--- src/rtl/hazard_ctrl_param_pkg.sv ---
// Shared encodings for the parametrised hazard controller.
// Optional perf counters in the top are enabled by HAZARD_PERF_CNT_EN.
package hazard_ctrl_param_pkg;

    typedef enum logic [1:0] {
        FWD_RF  = 2'b00,
        FWD_EX  = 2'b01,
        FWD_MEM = 2'b10,
        FWD_WB  = 2'b11
    } fwd_sel_e;

    typedef enum logic {
        DM_IDLE = 1'b0,
        DM_BUSY = 1'b1
    } dm_state_e;

endpackage

--- src/rtl/hazard_fwd_mux_sel.sv ---
// Forwarding select for one source operand; the youngest matching writer wins.
module hazard_fwd_mux_sel
    import hazard_ctrl_param_pkg::*;
(
    input  logic       ex_hit,
    input  logic       mem_hit,
    input  logic       wb_hit,
    output logic [1:0] sel
);

    always_comb begin
        sel = FWD_RF;
        if (ex_hit) begin
            sel = FWD_EX;
        end else if (mem_hit) begin
            sel = FWD_MEM;
        end else if (wb_hit) begin
            sel = FWD_WB;
        end
    end

endmodule

--- src/rtl/hazard_ctrl_param.sv ---
// Hazard controller: operand forwarding, load-use bubble, data/instruction memory wait handling.
// Define HAZARD_PERF_CNT_EN to add saturating perf counters for freeze, ld_bubble and if_stall.
//
// Data-memory FSM:
//   state   | meaning
//   DM_IDLE | no outstanding data access; a request without done starts a wait
//   DM_BUSY | waiting for mem_done; counts busy cycles toward the timeout
module hazard_ctrl_param
    import hazard_ctrl_param_pkg::*;
#(
    parameter int REG_AW  = 3,
    parameter int NUM_SRC = 2,
    parameter int R0_ZERO = 0,
    parameter int TMO_W   = 6,
    parameter int CNT_W   = 16
) (
    input  logic                      clk,
    input  logic                      rst,
    input  logic [NUM_SRC*REG_AW-1:0] id_src,
    input  logic [NUM_SRC-1:0]        id_src_v,
    input  logic [REG_AW-1:0]         ex_rd,
    input  logic [REG_AW-1:0]         mem_rd,
    input  logic [REG_AW-1:0]         wb_rd,
    input  logic                      ex_rd_v,
    input  logic                      mem_rd_v,
    input  logic                      wb_rd_v,
    input  logic                      ex_is_load,
    input  logic                      mem_req,
    input  logic                      mem_done,
    input  logic                      imem_done,
    output logic [2*NUM_SRC-1:0]      fwd_sel,
    output logic                      freeze,
    output logic                      if_stall,
    output logic                      ld_bubble,
`ifdef HAZARD_PERF_CNT_EN
    output logic [CNT_W-1:0]          perf_freeze,
    output logic [CNT_W-1:0]          perf_ldb,
    output logic [CNT_W-1:0]          perf_ifs,
`endif
    output logic                      mem_tmo
);

    if (NUM_SRC < 1 || NUM_SRC > 4) begin : g_bad_num_src
        $error("hazard_ctrl_param: NUM_SRC must be 1..4");
    end
    if (TMO_W < 2) begin : g_bad_tmo_w
        $error("hazard_ctrl_param: TMO_W must be at least 2");
    end
    if (CNT_W < 1) begin : g_bad_cnt_w
        $error("hazard_ctrl_param: CNT_W must be at least 1");
    end

    localparam logic [TMO_W-1:0] TMO_ONE  = TMO_W'(1);
    // Last busy count before the counter would reach all-ones.
    localparam logic [TMO_W-1:0] TMO_LAST = ~TMO_ONE;

    logic [NUM_SRC-1:0] ex_hit;
    logic [NUM_SRC-1:0] mem_hit;
    logic [NUM_SRC-1:0] wb_hit;

    for (genvar i = 0; i < NUM_SRC; i++) begin : g_src
        logic [REG_AW-1:0] src;
        logic              src_live;

        assign src      = id_src[i*REG_AW +: REG_AW];
        assign src_live = id_src_v[i] & ~((R0_ZERO != 0) && (src == '0));

        assign ex_hit[i]  = src_live & ex_rd_v  & (ex_rd  == src);
        assign mem_hit[i] = src_live & mem_rd_v & (mem_rd == src);
        assign wb_hit[i]  = src_live & wb_rd_v  & (wb_rd  == src);

        hazard_fwd_mux_sel u_fwd_mux_sel (
            .ex_hit  (ex_hit[i]),
            .mem_hit (mem_hit[i]),
            .wb_hit  (wb_hit[i]),
            .sel     (fwd_sel[2*i +: 2])
        );
    end

    dm_state_e        dm_state;
    dm_state_e        dm_next;
    logic [TMO_W-1:0] tmo_cnt;
    logic [TMO_W-1:0] tmo_cnt_next;
    logic             tmo_hit;
    logic             freeze_raw;
    logic             load_use;
    logic             imem_done_q;

    always_ff @(posedge clk or negedge rst) begin
        if (!rst) begin
            dm_state    <= DM_IDLE;
            tmo_cnt     <= '0;
            imem_done_q <= 1'b0;
        end else begin
            dm_state    <= dm_next;
            tmo_cnt     <= tmo_cnt_next;
            imem_done_q <= imem_done;
        end
    end

    always_comb begin
        dm_next      = dm_state;
        tmo_cnt_next = tmo_cnt;
        tmo_hit      = 1'b0;
        freeze_raw   = 1'b0;
        case (dm_state)
            DM_IDLE: begin
                // A request answered in the same cycle needs no wait state.
                if (mem_req && !mem_done) begin
                    freeze_raw   = 1'b1;
                    dm_next      = DM_BUSY;
                    tmo_cnt_next = '0;
                end
            end
            DM_BUSY: begin
                if (mem_done) begin
                    dm_next = DM_IDLE;
                end else if (tmo_cnt == TMO_LAST) begin
                    tmo_hit = 1'b1;
                    dm_next = DM_IDLE;
                end else begin
                    freeze_raw   = 1'b1;
                    tmo_cnt_next = tmo_cnt + TMO_ONE;
                end
            end
            default: begin
                dm_next = DM_IDLE;
            end
        endcase
    end

    assign load_use = ex_is_load & ex_rd_v & (|ex_hit);

    // Controls are held low while reset is asserted, independent of the inputs.
    assign freeze    = rst & freeze_raw;
    assign mem_tmo   = rst & tmo_hit;
    assign ld_bubble = rst & load_use & ~freeze_raw;
    assign if_stall  = rst & ~imem_done & ~imem_done_q & ~freeze_raw & ~load_use;

`ifdef HAZARD_PERF_CNT_EN
    localparam logic [CNT_W-1:0] CNT_MAX = '1;

    function automatic logic [CNT_W-1:0] sat_inc(input logic [CNT_W-1:0] v, input logic en);
        logic [CNT_W-1:0] r;
        r = v;
        if (en && (v != CNT_MAX)) begin
            r = v + CNT_W'(1);
        end
        return r;
    endfunction

    always_ff @(posedge clk or negedge rst) begin
        if (!rst) begin
            perf_freeze <= '0;
            perf_ldb    <= '0;
            perf_ifs    <= '0;
        end else begin
            perf_freeze <= sat_inc(perf_freeze, freeze);
            perf_ldb    <= sat_inc(perf_ldb, ld_bubble);
            perf_ifs    <= sat_inc(perf_ifs, if_stall);
        end
    end
`endif

endmodule

--- config.mk ---
export PLATFORM = sky130hd
export DESIGN_NAME = hazard_ctrl_param
export DESIGN_NICKNAME = d
export VERILOG_FILES = /design/src/rtl/hazard_ctrl_param_pkg.sv /design/src/rtl/hazard_fwd_mux_sel.sv /design/src/rtl/hazard_ctrl_param.sv
export SDC_FILE = /design/constraint.sdc
export NUM_CORES = 1
export LEC_CHECK = 0
export ABC_CLOCK_PERIOD_IN_PS = 3650
export CORE_MARGIN = 3
export CORE_UTILIZATION = 30
export CTS_CLUSTER_SIZE = 10
export DETAILED_ROUTE_END_ITERATION = 10
export PLACE_DENSITY = 0.64
export SLEW_MARGIN = 0
export SYNTH_ARGS = -nofsm -noshare
export SYNTH_HDL_FRONTEND = slang
export SYNTH_HIERARCHICAL = 1
export SYNTH_SLANG_ARGS = --single-unit
--- constraint.sdc ---
create_clock -name clk -period 3.65 [get_ports clk]
set_clock_uncertainty 0.05 [all_clocks]
set_input_delay 0.365 -clock clk [delete_from_list [all_inputs] [get_ports clk]]
set_output_delay 0.365 -clock clk [all_outputs]
set_load 0.05 [all_outputs]
==> metrics.md <==
| Metric | Value |
|---|---|
| Max Freq | `331 MHz` |
| Synth cell types | `27` |
| Final Cell Area | `1130 µm²` |
| Main synth FF type | `dfrtp_1` |
| Slew margin rel. | `0.636` |
| Worst-case vdd ir drop | `slightly above 0.2 mV` |
| WL final | `~2100 µm` |
| Worst-path clk slew | `roughly 0.06 ns` |
| Tightest Pin Transition | `0.545 ns` |
| Initial antenna violation count | `0` |
| Asr flop ratio synth | `1.00` |
| RSZ-0062 raised after global routing | `false` |
| Global-route wire length before repair | `3520 µm` |
| # IOs | `34` |
| Post-Syn Area | `743 µm²` |
| Ant diodes | `0` |
| Vias in the first global route | `between 700 and 800` |
| Syn Inst Count | `89` |
| Cell mode on critical path | `clkdlybuf4s50_1` |
| Crit Path Class | `in -> out` |
| FF+latch count, synth | `8` |
| Worst path slowest cell | `clkdlybuf4s50_1` |
| TNS Setup | `0 ns` |
| WP buf/inv | `2` |
| Total gr overflow | `0` |
| Row cnt | `17` |
| Min Tclk post-route | `3.02 ns` |
| Syn avg cell area | `8.35 µm²` |
| CTS Buffer Depth | `2` |
| Initial drt markers | `52` |
| Layout overhead on the synthesized area | `52.2%` |
| Critical Path, Cell by Cell | `clkdlybuf4s50_1, xor2_1, nor4_1, o211ai_1, nor2_1, clkdlybuf4s50_1` |
| Clk_lat worst skew | `0.26 ns` |
| Post-CTS Setup Inserts | `0` |
| Setup crit start kind | `primary input` |
| Max Slew Vio Count | `0` |
| Status | `finished clean` |
| Dpl cell area | `~1100 µm²` |
| WHS | `0.365 ns` |
| GR Util All Layers | `0.139` |
| Hold Fails Final Rpt | `0` |
| First-pass detailed-route iteration total | `4` |
| Post-DRT Antenna Nets | `0` |
| Die Ht | `55.8 µm` |
| CP endpoint kind | `primary output` |
| Core area | `about 2300 µm²` |
| DIE AREA | `3110 µm²` |
| Commonest non-fill, non-tap cell in the layout | `clkdlybuf4s50_1` |
| Max-cap viol count | `0` |
| # DRC | `0` |
| DR WL/cell | `13.7 µm` |
| Pwr/cell area | `251 nW/µm²` |
| Sinks on Clock Net | `8` |
| Worst Hold Class | `in -> async` |
| Final HPWL DP | `1690 µm` |
| Root Buffer | `clkbuf_4` |
| Post-Synthesis Net Count | `approximately 120` |
| Pwr Total | `284 µW` |
| Seq/Total Area, Yosys | `0.269` |
| Layout cell share with drive strength beyond 1 | `0.0720` |
| CTS Hold Bufs | `0` |
| Leak | `0.457 nW` |
| Avg Vias per Cell | `5.24` |
| Worst-path fanout max | `3` |
| # H-tree levels | `1` |
| Warnings from Yosys | `6` |
| EDFF count, synth | `0` |
| TritonCTS buffer count | `3` |
| Crit-path max cell delay | `0.81 ns` |
| Critical Path AT | `between 2 and 3 ns` |
| CP top delay family | `buffers and inverters` |
| Via count | `801` |
| TritonCTS clock tree | `yes` |
| Port bufs | `33` |
| RePlAce Congestion | `0.911` |
| Nets | `155` |
| Commonest non-fill, non-tap cells in the layout | `33 x clkdlybuf4s50_1, 15 x xor2_1, 9 x nand3_1` |
| Largest net degree at the start of global routing | `11` |
| Die X | `55.8 µm` |
| Endpoints failing setup | `0` |
| Initial core utilization | `0.327` |
| CP Data Required Time | `3.23 ns` |
| Tcrit/Tclk final | `0.827` |
| Cells resized by post-CTS repair | `0` |
## cell families after synthesis
family	synth area share
adder cells (fa/ha/maj)	0.0337
XOR/XNOR	0.224
flip-flops	0.269
AO/OA/AOI/OAI	0.138
buffers and inverters	0.0303
AND/OR/NAND/NOR	0.305
## area by class of cell
type	count	area, µm²
inverters	6	22.5
clock buffers	3	22.5
multi-input cells	75	520
repair buffers	33	330
flip-flops and latches	8	200
well taps	28	35.0
fillers	218	1140
## worst paths after layout
| kind | start | to | slack, ns | cells after the start |
|---|---|---|---|---|
| setup / recovery | id_src[5] | ld_bubble | 0.63 | 6 |
| hold / removal | rst | tmo_cnt[4] | 0.36 | 1 |
| setup reg to reg | tmo_cnt[0] | tmo_cnt[3] | 2.00 | 6 |
| hold reg to reg | tmo_cnt[4] | tmo_cnt[4] | 0.53 | 2 |
| max in group asynchronous | rst | imem_done_q | 2.89 | 1 |
| min in group clk | tmo_cnt[4] | tmo_cnt[4] | 0.53 | 2 |
## state kept, by name, indices dropped and copies added (netlist names)
name / flops
tmo_cnt: 6
dm_state: 1
imem_done_q: 1
## report_power, final
group	switching, mW	total, mW	internal (mW)	leakage [nW]
logic	0.0515	0.104	0.0521	0.338
registers	0.0133	0.110	0.0970	0.106
clock network	0.0322	0.0700	0.0378	0.0138
total	0.0970	0.284	0.187	0.457
## Yosys cell counts, types with 2 or more instances
library cell	instances	area, µm²
xor2_1	15	131
inv_1	6	22.5
dfrtp_1	8	200
nor3_1	5	25.0
xnor2_1	4	35.0
ha_1	2	25.0
a21o_1	2	15.0
nor2_1	8	30.0
nand3_1	9	45.0
or3_1	2	12.5
nand2_1	8	30.0
nor4_1	2	12.5
o21ai_0	3	15.0
a21oi_1	2	10.0
## per-stage QoR
stage               std cells  setup WS [ns]   util
finish                    153          0.631  0.497
global route              153          0.477  0.497
CTS                       153          0.632  0.497
detailed placement        150          0.648  0.487
global placement          150          0.656  0.487
floorplan                  89           1.03      -
## metal layers
metal  GRT usage  wire length (µm)
met1       0.176               944
met5           0                 0
met2       0.231               945
met4      0.0451                30
met3      0.0348               169
## worst register-to-register path, stage by stage, from the launching register on
cell	delay, ns
dfrtp_1	0.46
inv_1	0.07
ha_1	0.23
nand3_1	0.15
o21ai_2	0.10
or3_1	0.35
a21oi_1	0.16
(Power assumes the default switching activity.)
